===== config.mk =====
export PLATFORM = sky130hd
export DESIGN_NAME = mfp_spi_slave
export DESIGN_NICKNAME = d
export VERILOG_FILES = /design/src/rtl/mfp_spi_slave_pkg.sv /design/src/rtl/mfp_spi_slave_sync.sv /design/src/rtl/mfp_spi_slave.sv
export SDC_FILE = /design/constraint.sdc
export NUM_CORES = 1
export LEC_CHECK = 0
export ABC_AREA = 1
export BUFFER_PORTS_ARGS = -buffer_cell sky130_fd_sc_hd__buf_2
export CORE_UTILIZATION = 50
export DETAILED_ROUTE_END_ITERATION = 6
export GPL_TIMING_DRIVEN = 1
export PLACE_DENSITY = 0.69
export SLEW_MARGIN = 20
export SYNTH_ARGS = -nofsm -noshare
export SYNTH_HDL_FRONTEND = slang
export SYNTH_SLANG_ARGS = --single-unit

===== constraint.sdc =====
create_clock -name clk -period 1.85 [get_ports clk]
set_input_delay 0.0925 -clock clk [delete_from_list [all_inputs] [get_ports clk]]
set_output_delay 0.0925 -clock clk [all_outputs]
set_load 0.1 [all_outputs]

===== src/rtl/mfp_spi_slave_pkg.sv =====
// Shared defaults and FSM state encoding for the mfp_spi_slave block.
package mfp_spi_slave_pkg;

  localparam int         DEF_DATA_WIDTH  = 8;
  localparam int         DEF_SYNC_STAGES = 2;
  localparam logic [7:0] DEF_DEFAULT_TX  = 8'hFF;

  typedef enum logic {
    ST_IDLE   = 1'b0,
    ST_ACTIVE = 1'b1
  } state_t;

endpackage


===== src/rtl/mfp_spi_slave_sync.sv =====
// N-stage synchronizer with rise/fall pulses taken from the last stage versus one extra delay flop.
// Latency STAGES cycles to o_q; pulses valid one cycle, no backpressure.
module mfp_spi_slave_sync #(
  parameter int   STAGES  = 2,
  parameter logic RST_VAL = 1'b0
) (
  input  logic clk,
  input  logic resetn,
  input  logic i_d,
  output logic o_q,
  output logic o_rise,
  output logic o_fall
);

  logic [STAGES-1:0] r_sync;
  logic              r_dly;

  always_ff @(posedge clk or negedge resetn) begin
    if (!resetn) begin
      r_sync <= {STAGES{RST_VAL}};
      r_dly  <= RST_VAL;
    end else begin
      r_sync <= {r_sync[STAGES-2:0], i_d};
      r_dly  <= r_sync[STAGES-1];
    end
  end

  assign o_q    = r_sync[STAGES-1];
  assign o_rise = r_sync[STAGES-1] & ~r_dly;
  assign o_fall = ~r_sync[STAGES-1] & r_dly;

endmodule


===== src/rtl/mfp_spi_slave.sv =====
// SPI mode-0 responder oversampled in the clk domain: parallel RX stream plus single-entry TX holding register.
// rx_valid ~SYNC_STAGES+1 clk after the last SCLK rise; tx_ready low while the holding register is full.
module mfp_spi_slave
  import mfp_spi_slave_pkg::*;
#(
  parameter int                    DATA_WIDTH  = DEF_DATA_WIDTH,
  parameter int                    SYNC_STAGES = DEF_SYNC_STAGES,
  parameter logic [DATA_WIDTH-1:0] DEFAULT_TX  = DATA_WIDTH'(DEF_DEFAULT_TX)
) (
  input  logic                  clk,
  input  logic                  resetn,
  input  logic                  spi_sclk,
  input  logic                  spi_ss_n,
  input  logic                  spi_mosi,
  output logic                  spi_miso,
  output logic                  spi_miso_oe,
  input  logic [DATA_WIDTH-1:0] tx_data,
  input  logic                  tx_valid,
  output logic                  tx_ready,
  output logic [DATA_WIDTH-1:0] rx_data,
  output logic                  rx_valid,
  output logic                  tx_underrun,
  output logic                  busy
);

  localparam int CW = (DATA_WIDTH > 1) ? $clog2(DATA_WIDTH) : 1;

  logic w_sclk_rise, w_sclk_fall, w_sclk_level_unused;
  logic w_ss_rise, w_ss_fall, w_ss_level_unused;
  logic w_mosi, w_mosi_rise_unused, w_mosi_fall_unused;

  mfp_spi_slave_sync #(.STAGES(SYNC_STAGES), .RST_VAL(1'b0)) u_sync_sclk (
    .clk(clk), .resetn(resetn), .i_d(spi_sclk),
    .o_q(w_sclk_level_unused), .o_rise(w_sclk_rise), .o_fall(w_sclk_fall)
  );

  // SS_N chain resets low so a select held low through reset is never taken as a fresh frame start.
  mfp_spi_slave_sync #(.STAGES(SYNC_STAGES), .RST_VAL(1'b0)) u_sync_ss (
    .clk(clk), .resetn(resetn), .i_d(spi_ss_n),
    .o_q(w_ss_level_unused), .o_rise(w_ss_rise), .o_fall(w_ss_fall)
  );

  mfp_spi_slave_sync #(.STAGES(SYNC_STAGES), .RST_VAL(1'b0)) u_sync_mosi (
    .clk(clk), .resetn(resetn), .i_d(spi_mosi),
    .o_q(w_mosi), .o_rise(w_mosi_rise_unused), .o_fall(w_mosi_fall_unused)
  );

  state_t                r_state;
  logic [CW-1:0]         r_cnt;
  logic [DATA_WIDTH-2:0] r_rx_shift;
  logic [DATA_WIDTH-1:0] r_tx_shift;
  logic [DATA_WIDTH-1:0] r_hold;
  logic                  r_hold_full;
  logic                  r_reload_pending;
  logic                  r_dflt_pending;
  logic [DATA_WIDTH-1:0] r_rx_data;
  logic                  r_rx_valid;
  logic                  r_underrun;
  logic [DATA_WIDTH-1:0] w_rx_next;

  assign w_rx_next = {r_rx_shift, w_mosi};

  always_ff @(posedge clk or negedge resetn) begin
    if (!resetn) begin
      r_state          <= ST_IDLE;
      r_cnt            <= '0;
      r_rx_shift       <= '0;
      r_tx_shift       <= '0;
      r_hold           <= '0;
      r_hold_full      <= 1'b0;
      r_reload_pending <= 1'b0;
      r_dflt_pending   <= 1'b0;
      r_rx_data        <= '0;
      r_rx_valid       <= 1'b0;
      r_underrun       <= 1'b0;
    end else begin
      r_rx_valid <= 1'b0;
      r_underrun <= 1'b0;
      case (r_state)
        ST_IDLE: begin
          if (w_ss_fall) begin
            r_state          <= ST_ACTIVE;
            r_cnt            <= '0;
            r_reload_pending <= 1'b0;
            r_dflt_pending   <= 1'b0;
            if (r_hold_full) begin
              r_tx_shift  <= r_hold;
              r_hold_full <= 1'b0;
            end else begin
              r_tx_shift <= DEFAULT_TX;
              r_underrun <= 1'b1;
            end
          end
        end
        ST_ACTIVE: begin
          if (w_ss_rise) begin
            r_state          <= ST_IDLE;
            r_cnt            <= '0;
            r_reload_pending <= 1'b0;
            r_dflt_pending   <= 1'b0;
          end else if (w_sclk_rise) begin
            r_rx_shift <= w_rx_next[DATA_WIDTH-2:0];
            // A default word loaded at a boundary only counts as an underrun once the master clocks it.
            if (r_dflt_pending) begin
              r_underrun     <= 1'b1;
              r_dflt_pending <= 1'b0;
            end
            if (r_cnt == CW'(DATA_WIDTH - 1)) begin
              r_rx_data        <= w_rx_next;
              r_rx_valid       <= 1'b1;
              r_cnt            <= '0;
              r_reload_pending <= 1'b1;
            end else begin
              r_cnt <= r_cnt + CW'(1);
            end
          end else if (w_sclk_fall) begin
            if (r_reload_pending) begin
              r_reload_pending <= 1'b0;
              if (r_hold_full) begin
                r_tx_shift  <= r_hold;
                r_hold_full <= 1'b0;
              end else begin
                r_tx_shift     <= DEFAULT_TX;
                r_dflt_pending <= 1'b1;
              end
            end else begin
              r_tx_shift <= {r_tx_shift[DATA_WIDTH-2:0], 1'b0};
            end
          end
        end
        default: r_state <= ST_IDLE;
      endcase
      // A load only consumes a full register, so a write accepted here never collides with it.
      if (tx_valid && !r_hold_full) begin
        r_hold      <= tx_data;
        r_hold_full <= 1'b1;
      end
    end
  end

  assign busy        = (r_state == ST_ACTIVE);
  assign spi_miso_oe = (r_state == ST_ACTIVE);
  assign spi_miso    = (r_state == ST_ACTIVE) & r_tx_shift[DATA_WIDTH-1];
  assign tx_ready    = ~r_hold_full;
  assign rx_data     = r_rx_data;
  assign rx_valid    = r_rx_valid;
  assign tx_underrun = r_underrun;

endmodule


# After elaboration in Yosys (flattened, before gate mapping)
# Cells that the tools add are included.
dict set report word_totals {
  reg_bits 48
  latch_bits 0
  ram_bits 0
  mem_bits_ro 0
  inputBits 14
  output_inout_bits 14
  n_memories 0
}
dict set report classes {
  add_sub_neg 1
  mul 0
  div_mod_pow 0
  order_cmp 0
  n_eq_ne 15
  n_shift 0
  n_mux 43
  bitwise_logic 12
  reduce_logical 9
}
# cell n
set op_table {}
lappend op_table {{$mux W8} 6}
lappend op_table {{$mux W1} 26}
lappend op_table {{$pmux W8 S2} 1}
lappend op_table {{$mux W3} 4}
lappend op_table {{$reduce_and A4 Y1} 3}
lappend op_table {{$pmux W1 S2} 5}
lappend op_table {{$ne A3 B1 Y1 const B} 3}
lappend op_table {{$ne A4 B1 Y1 const B} 2}
lappend op_table {{$not A1 Y1} 7}
lappend op_table {{$ne A3 B3 Y1 const B} 2}
lappend op_table {{$pmux W3 S2} 1}
lappend op_table {{$reduce_and A3 Y1} 2}
lappend op_table {{$and A1 B1 Y1} 5}
lappend op_table {{$reduce_and A5 Y1} 1}
lappend op_table {{$ne A2 B1 Y1 const B} 2}
lappend op_table {{$ne A2 B2 Y1 const B} 2}
lappend op_table {{$ne A4 B2 Y1 const B} 1}
lappend op_table {{$ne A4 B3 Y1 const B} 1}
lappend op_table {{$add A3 B1 Y3 const B} 1}
lappend op_table {{$eq A3 B3 Y1 const B} 1}
lappend op_table {{$ne A3 B2 Y1 const B} 1}
lappend op_table {{$reduce_and A2 Y1} 1}
lappend op_table {{$logic_and A1 B1 Y1} 1}
lappend op_table {{$logic_not A1 Y1} 1}

# Logic depth before layout (Yosys ltp)
# Gate-level depths: netlist of run 1.
dict set report depth {
  word_depth 7
  mapped_depth 9
}

# Cells and area by module
# From an unflattened synthesis of run 1, not the netlist that was laid out.
dict set report hier_totals {
  hier_cells 215
  hier_area_um2 2052.0
}
# module instances cells_each area_per_inst_um2
set modules_own_cells {}
lappend modules_own_cells {mfp_spi_slave 1 194 1781.7}
lappend modules_own_cells {mfp_spi_slave_sync 3 7 90.1}

# Worst setup path after synthesis of run 1
# No wires, ideal clock.
dict set report synth_timing {
  kind {register -> output}
  from {reg r_state, in the netlist busy}
  to {out spi_miso}
  arrival_ns 1.894
  t_required_ns 1.757
  path_slack_ns -0.137
  stages_incl_launch_ff 4
  cell_sequence {dfrtp_1 buf_4 nand2_1 inv_1}
}
dict set report synth_via {
  elab_chain_len 1
}
# element line
set synth_rtl {}
lappend synth_rtl {{from (decl)} mfp_spi_slave.sv:48} ;# state_t r_state;
lappend synth_rtl {{from (signal assigned)} mfp_spi_slave.sv:65} ;# r_state <= ST_IDLE;
lappend synth_rtl {{from (signal assigned)} mfp_spi_slave.sv:82} ;# r_state <= ST_ACTIVE;
lappend synth_rtl {{from (signal assigned)} mfp_spi_slave.sv:97} ;# r_state <= ST_IDLE;
lappend synth_rtl {{$and A1 B1 Y1} mfp_spi_slave.sv:143} ;# assign spi_miso = (r_state == ST_ACTIVE) & r_tx_shift[DATA_WIDTH-1];
lappend synth_rtl {{to (decl)} mfp_spi_slave.sv:15} ;# output logic spi_miso,
# No other way between the ends.

# Final worst setup path of run 1
dict set report layout_timing {
  from {reg r_hold_full}
  to {out tx_ready}
}
dict set report layout_via {
  elab_chain_len 1
}
# element line
set layout_rtl {}
lappend layout_rtl {{from (decl)} mfp_spi_slave.sv:53} ;# logic r_hold_full;
lappend layout_rtl {{from (signal assigned)} mfp_spi_slave.sv:70} ;# r_hold_full <= 1'b0;
lappend layout_rtl {{from (signal assigned)} mfp_spi_slave.sv:88} ;# r_hold_full <= 1'b0;
lappend layout_rtl {{from (signal assigned)} mfp_spi_slave.sv:121} ;# r_hold_full <= 1'b0;
lappend layout_rtl {{$not A1 Y1} mfp_spi_slave.sv:144} ;# assign tx_ready = ~r_hold_full;
lappend layout_rtl {{to (decl)} mfp_spi_slave.sv:19} ;# output logic tx_ready,
# No other way between the ends.

==> impl_results.rst, run 1 <==
.. list-table::
   :header-rows: 1

   * - Metric
     - Value
   * - Clock tree root buffer cell
     - clkbuf_8
   * - Max-cap violation count
     - 0
   * - Clock-pin slew of the registers on the worst-case setup and hold paths
     - 0.08 ns
   * - Post-synth top area share
     - between 60% and 70%
   * - Number of vias per cell
     - roughly 4.8
   * - Critical hold path startpoint
     - tx_data[6]
   * - Final antenna diode count
     - 0
   * - Die H
     - roughly 65 um
   * - Top-level port count
     - 28
   * - Startpoint class of the critical path
     - register
   * - Area Growth Syn to Fin
     - 15.86%
   * - Slew Viols, Final
     - 0
   * - Yosys warning total
     - 0
   * - Switching part of the total
     - between 30% and 40%
   * - Depth of the CTS H-tree
     - 2
   * - Post-CTS setup repair buffer count
     - 0
   * - Overall routed net length
     - 3205 um
   * - Clk_skew
     - 0.008222 ns
   * - DIE AREA
     - about 4200 um^2
   * - Number of hold buffers added after cts
     - 4
   * - Min Tclk post-route
     - 1.535 ns
   * - Reg-to-reg critical path endpoint
     - r_hold_full
   * - Clock network latency to the later pin of the worst-skew pair
     - around 0.3 ns
   * - Largest fanout on the critical path
     - 11
   * - Clock network power share
     - 22.7%
   * - Number of failing hold endpoints at the final stage
     - 0
   * - Total CTS buffers
     - 5
   * - Maximum clock frequency
     - 651.6 MHz
   * - Effective utilization at floorplan
     - between 50 and 60%
   * - Global-route wire length before repair
     - roughly 5700 um
   * - Combinational share of power
     - 25.6%
   * - Synthesized instance count
     - approximately 210
   * - Clock tree from TritonCTS
     - yes
   * - Count of input and output buffers
     - 27
   * - Number of unique standard cell types used by synthesis
     - 19
   * - DP Worst Slack
     - 0.3773 ns
   * - Per-cell routed wire length
     - around 11 um
   * - Total global routing track utilization
     - 18.40%
   * - Detailed-placement wirelength estimate
     - about 2300 um
   * - Post-synth net total
     - about 220
   * - Top post-synthesis cells by area
     - dfrtp_1 (61%), nand2_1 (17%), mux2_2 (4.6%), inv_1 (3.2%), o21ai_0 (3.0%)
   * - Sw power
     - 0.9393 mW
   * - RSZ-0062 raised after global routing
     - no
   * - Vias in the first global route
     - about 1300
   * - P per Cell Area
     - 1217 nW/um^2
   * - Routed vias
     - ~1400
   * - Setup violation total in the final timing report
     - 0
   * - Fraction of final layout cells with drive strength greater than 1
     - 23.67%
   * - Register-to-register path setup slack
     - roughly 0.38 ns
   * - Worst r2r path cells
     - 8
   * - Number of search-and-repair iterations in the first detailed-routing pass
     - 4
   * - Transition time at the pin with the least slew margin
     - between 0.7 and 0.8 ns
   * - Total of flip-flops plus latches after synthesis
     - between 40 and 50
   * - Static leakage
     - ~1.3 nW
   * - Max rail drop VDD
     - about 0.67 mV
   * - Last weighted congestion value of the routability-driven placer
     - slightly below 0.8
   * - Clock sink count
     - 48
   * - Number of enable-type register cells in the synthesized netlist
     - 0
   * - Int Power
     - 1.840 mW
   * - Summed instance area of the synthesized netlist
     - about 2000 um^2
   * - Grt ovf
     - 0
   * - Crit Path Class
     - register to output port
   * - Iter 0 DRT Violations
     - between 100 and 150
   * - Async SR Flop Fraction
     - 100.0%
   * - Min-delay worst type
     - primary input to register
   * - Crit path DAT
     - 1.44 ns
   * - Reg2Reg Launch Point
     - busy
   * - Mean Syn Cell Area
     - around 9.5 um^2
   * - Endpoint of the worst hold path
     - r_hold[6]
   * - Slew headroom
     - a little under half
   * - Largest area contributor in the synthesized netlist
     - dfrtp_1
   * - Die Width
     - between 60 and 70 um
   * - Number of gates resized after CTS
     - 0
   * - Filler Cell Count
     - approximately 350
   * - Core area
     - 3716 um^2
   * - Total chip power
     - between 2 and 3 mW
   * - CP Capture Type
     - output port
   * - Sequential fraction of design power
     - around half
   * - Final worst path period share
     - between 80 and 90%
   * - # DRC
     - 0
   * - Antenna violations before repair
     - 0
   * - DRT antenna net count
     - 0
   * - Largest net degree at the start of global routing
     - 39
   * - Nets@finish
     - 260
   * - Sequential element share of the synthesized area
     - roughly three fifths
   * - Maximum clock path buffer count
     - 2
   * - Most used flip-flop cell after synthesis
     - dfrtp_1
   * - Count of cells along the worst hold path
     - 2
   * - Total negative slack
     - 0 ns
   * - Crit path required time
     - roughly 1.8 ns
   * - Status
     - finished, final reports clean
   * - Final setup slack of the worst path
     - around 0.32 ns
   * - Count of standard-cell rows
     - 22
[cells by family after synthesis]
kind of cell,share of synthesized area (%)
DFF,60.91
buffers and inverters,5.774
AOI/OAI and AO/OA,5.076
muxes,4.569
adders and majority gates,1.269
and+or+nand+nor,22.40
[state kept, by name, indices dropped and copies added (netlist names)]
register and count:
u_sync_mosi.r_sync 2, u_sync_ss.r_sync 2, u_sync_sclk.r_sync 2, r_reload_pending 1
r_hold 8, r_cnt 3, r_rx_shift 7, busy 1
u_sync_sclk.r_dly 1, r_hold_full 1, rx_data 8, r_dflt_pending 1
r_tx_shift 8, rx_valid 1, u_sync_ss.r_dly 1, tx_underrun 1
[cell type report]
type | instances | area, um^2 | area share (%)
clock buffers | 6 | 82.58 | 3.614
clock inverters | 2 | 10.01 | 0.4381
inverters | 18 | 67.56 | 2.957
multi-input cells | 136 | 656.9 | 28.75
flip-flops and latches | 48 | 1202 | 52.63
well taps | 48 | 60.06 | 2.629
repair buffers | 35 | 205.2 | 8.981
[how the worst max path moves through the flow]
stage          cells after the start   startpoint           to  slack (ns)
2_1_floorplan                      3         busy     spi_miso        0.17
3_3_place_gp                       8         busy  r_hold_full        0.43
3_5_place_dp                       8         busy  r_hold_full        0.38
4_1_cts                            2  r_hold_full     tx_ready        0.29
5_1_grt                            2  r_hold_full     tx_ready        0.20
6_report                           2  r_hold_full     tx_ready        0.32
[worst max-delay path, stage by stage, from the launching register on]
cell and delay (ns):
dfrtp_1 0.40, inv_1 0.25, buf_2 0.49
[through the flow]
step	hold WS, ns	std cells	utilization [%]	instance area, um^2
2_1_floorplan	-0.2031	208	-	1973
3_3_place_gp	0.2005	281	57.91	2152
3_5_place_dp	0.2021	281	57.91	2152
4_1_cts	0.01494	293	61.48	2285
5_1_grt	0.01113	293	61.48	2285
6_report	0.02641	293	61.48	2285
[power groups by stage]
stage                     combinational (mW)  clock (mW)  sequential, mW
after floorplan                        0.565           0            1.45
after global placement                 0.708           0            1.45
after detailed placement               0.720           0            1.45
after CTS                              0.723       0.649            1.44
after global routing                   0.802       0.692            1.47
final                                  0.712       0.631            1.44
[cells in the mapped netlist (2+ instances only)]
cell type,count
mux2_2,8
ha_1,2
nand2_2,4
dfrtp_1,48
nand2_1,89
buf_4,4
inv_1,17
o21ai_0,12
o21ai_2,2
nand3_1,7
o21ai_1,3
nor2_1,5
[per-layer routing]
| layer | vias to the layer above | global-route usage (%) | wire length (um) |
|---|---|---|---|
| met2 | 28 | 27.60 | 1353 |
| met4 | 0 | 8.333 | 59 |
| met1 | 651 | 24.68 | 1670 |
| met5 | - | 0 | 0 |
| met3 | 7 | 5.282 | 122 |
| li1 | 716 | - | - |
[layout by cell type (no fill, tap or decap)]
cell	n
nand3_1	7
buf_2	27
mux2_2	8
nor2_4	1
o31ai_1	1
inv_2	1
nand2_1	89
ha_1	2
dfrtp_1	47
nor2_2	1
nor2_1	5
o21ai_2	2
inv_1	17
dfrtp_2	1
o21ai_0	12
clkbuf_8	6
buf_4	4
nand2_2	4
nand2_4	1
dlygate4sd3_1	4
clkinv_2	2
o21ai_1	3
(Power assumes the default switching activity.)
==> run 2, diff against run 1 <==
- clock period: 1.85 -> 1.5 ns (I/O delays scaled with it)
==> run 2 against run 1 <==
  * Die area is the same
  * Final cell count grew 2.7%
  * Critical path depth grew 1
  * Power grew 34%
  * Sequential share of layout area shrank 3.0 points
  * Core utilization grew 3.9 points
  * Worst hold slack gained 0.11 ns
  * Setup slack lost 0.20 ns
  * Combinational power grew 38%
  * Register-to-register slack lost 0.26 ns
  * Largest cell class unchanged
==> impl_results.rst, run 2 (synthesized netlist as in run 1, its figures left out) <==
.. list-table::
   :header-rows: 1

   * - Metric
     - Value
   * - CP Capture Type
     - output port
   * - Number of vias per cell
     - roughly 4.7
   * - Filler Cell Count
     - 314
   * - Static leakage
     - roughly 1.3 nW
   * - Crit Path Class
     - register to output port
   * - Min-delay worst type
     - primary input to register
   * - Detailed-placement wirelength estimate
     - ~2400 um
   * - Startpoint class of the critical path
     - register
   * - Slew Viols, Final
     - 0
   * - Last weighted congestion value of the routability-driven placer
     - 0.8155
   * - RSZ-0062 raised after global routing
     - no
   * - Reg2Reg Launch Point
     - r_cnt[0]
   * - Total global routing track utilization
     - about a fifth
   * - Critical hold path startpoint
     - tx_valid
   * - Setup violation total in the final timing report
     - 0
   * - Final antenna diode count
     - 0
   * - DIE AREA
     - 4199 um^2
   * - Clock sink count
     - 48
   * - Number of failing hold endpoints at the final stage
     - 0
   * - Antenna violations before repair
     - 0
   * - Core area
     - approximately 3700 um^2
   * - Final std cell area, no fill
     - roughly 2400 um^2
   * - DP Area
     - between 2000 and 2500 um^2
   * - Crit path DAT
     - 1.31 ns
   * - Depth of the CTS H-tree
     - 2
   * - Clock tree root buffer cell
     - clkbuf_8
   * - Min Tclk post-route
     - approximately 1.4 ns
   * - Iter 0 DRT Violations
     - 86
   * - # DRC
     - 0
   * - Slew headroom
     - between 60 and 70%
   * - Maximum clock path buffer count
     - 2
   * - Final non-filler cell total
     - 301
   * - Max rail drop VDD
     - between 0.9 and 1 mV
   * - Crit path required time
     - ~1.4 ns
   * - Number of search-and-repair iterations in the first detailed-routing pass
     - 4
   * - Grt ovf
     - 0
   * - Cell type of the slowest stage on the worst timing path
     - dfrtp_4
   * - Overall routed net length
     - 3576 um
   * - Clock tree from TritonCTS
     - yes
   * - Transition time at the pin with the least slew margin
     - approximately 0.50 ns
   * - Vias in the first global route
     - about 1400
   * - Routed vias
     - between 1000 and 1500
   * - Post-placement cell count
     - 281
   * - P per Cell Area
     - about 1500 nW/um^2
   * - Count of standard-cell rows
     - 22
   * - Clk_skew
     - ~0.0081 ns
   * - Longest individual stage delay on the worst path
     - 0.56 ns
   * - Largest fanout on the critical path
     - 14
   * - Per-cell routed wire length
     - between 10 and 15 um
   * - Top-level port count
     - 28
   * - Largest net degree at the start of global routing
     - 35
   * - Nets@finish
     - roughly 270
   * - Most common cell after layout, fill and taps aside
     - nand2_1
   * - Most frequent cells in the layout
     - nand2_1 (89), dfrtp_1 (47), buf_2 (25)
   * - Fraction of final layout cells with drive strength greater than 1
     - approximately a quarter
   * - Area Growth Syn to Fin
     - 23.22%
   * - Die Width
     - between 60 and 70 um
   * - Critical path, cell by cell
     - nand2_1 -> clkinvlp_4 -> buf_4
   * - Global-route wire length before repair
     - just over 6000 um
   * - Clock-pin slew of the registers on the worst-case setup and hold paths
     - around 0.08 ns
   * - Clock network latency to the later pin of the worst-skew pair
     - 0.31 ns
   * - DRT antenna net count
     - 0
   * - Die H
     - around 65 um
   * - Maximum clock frequency
     - a little over 700 MHz
   * - Total negative slack
     - 0 ns
   * - Final worst path period share
     - between 90 and 100%
   * - Effective utilization at floorplan
     - between 50% and 60%
   * - Total CTS buffers
     - 5
   * - Max-cap violation count
     - 0
   * - CP Launch Point
     - busy
   * - Count of input and output buffers
     - 27
   * - Status
     - finished, final reports clean
run 2: cell count changes in the layout (fill, tap and decap cells not counted), sizes merged:
cell | before | now
clkinvlp | 0 | 1
bufinv | 0 | 1
dlygate4sd3 | 4 | 12
inv | 18 | 17
clkinv | 2 | 1
run 2: per-layer routing:
layer,global-route usage (%),share of wire [%],vias up
met1,27.92,50,640
met2,29.43,43,33
met4,10.00,1.8,0
met5,0,0,-
met3,6.338,4.9,5
li1,-,-,729
run 2: worst max-delay path, delay by kind of cell (launching register included):
kind,cells,cell delay [ns]
simple gates,1,0.14
flops,1,0.56
buf+inv,2,0.30
run 2: path summary, 6_finish.rpt:
| path | to | slack [ns] | depth (start not counted) |
|---|---|---|---|
| worst min register to register | u_sync_sclk.r_sync[1] | 0.36 | 0 |
| min in group asynchronous | r_dflt_pending | 0.21 | 2 |
| max in group asynchronous | r_tx_shift[4] | 0.80 | 3 |
| worst max-delay path | spi_miso | 0.11 | 3 |
| worst max register to register | rx_data[0] | 0.12 | 6 |
| worst min-delay path | r_hold_full | 0.14 | 3 |
run 2: stage by stage:
stage	setup slack, ns	total power, mW	hold slack [ns]	utilization, %
global placement	0.1098	2.744	0.01191	58.82
finish	0.1147	3.735	0.1395	65.39
CTS	0.1048	3.768	0.0003749	65.12
floorplan	0.06270	2.489	-0.2206	-
detailed placement	0.1266	2.768	0.01206	58.82
global route	0.00008837	3.960	0.1570	65.39
run 2: timing repair:
item | in CTS | in global routing
gates resized for setup | 1 | 0
hold buffers | 11 | 1
hold endpoints to repair | 24 | 1
buffers inserted | 0 | 0
endpoints found under the setup margin | 1 | 0
run 2: layout make-up:
| cell class | instances | area, um^2 | share of cell area [%] |
|---|---|---|---|
| inverter | 18 | 71.32 | 2.935 |
| clock buffer | 6 | 82.58 | 3.399 |
| tap | 48 | 60.06 | 2.472 |
| sequential | 48 | 1205 | 49.59 |
| clock inverter | 2 | 38.79 | 1.596 |
| multi-input combinational | 136 | 656.9 | 27.03 |
| timing repair buffer | 43 | 315.3 | 12.98 |
run 2: where the power goes:
group          internal, mW  total (mW)  switching (mW)
Combinational         0.384       0.984           0.601
Sequential             1.60        1.78           0.182
Clock                 0.545       0.969           0.424
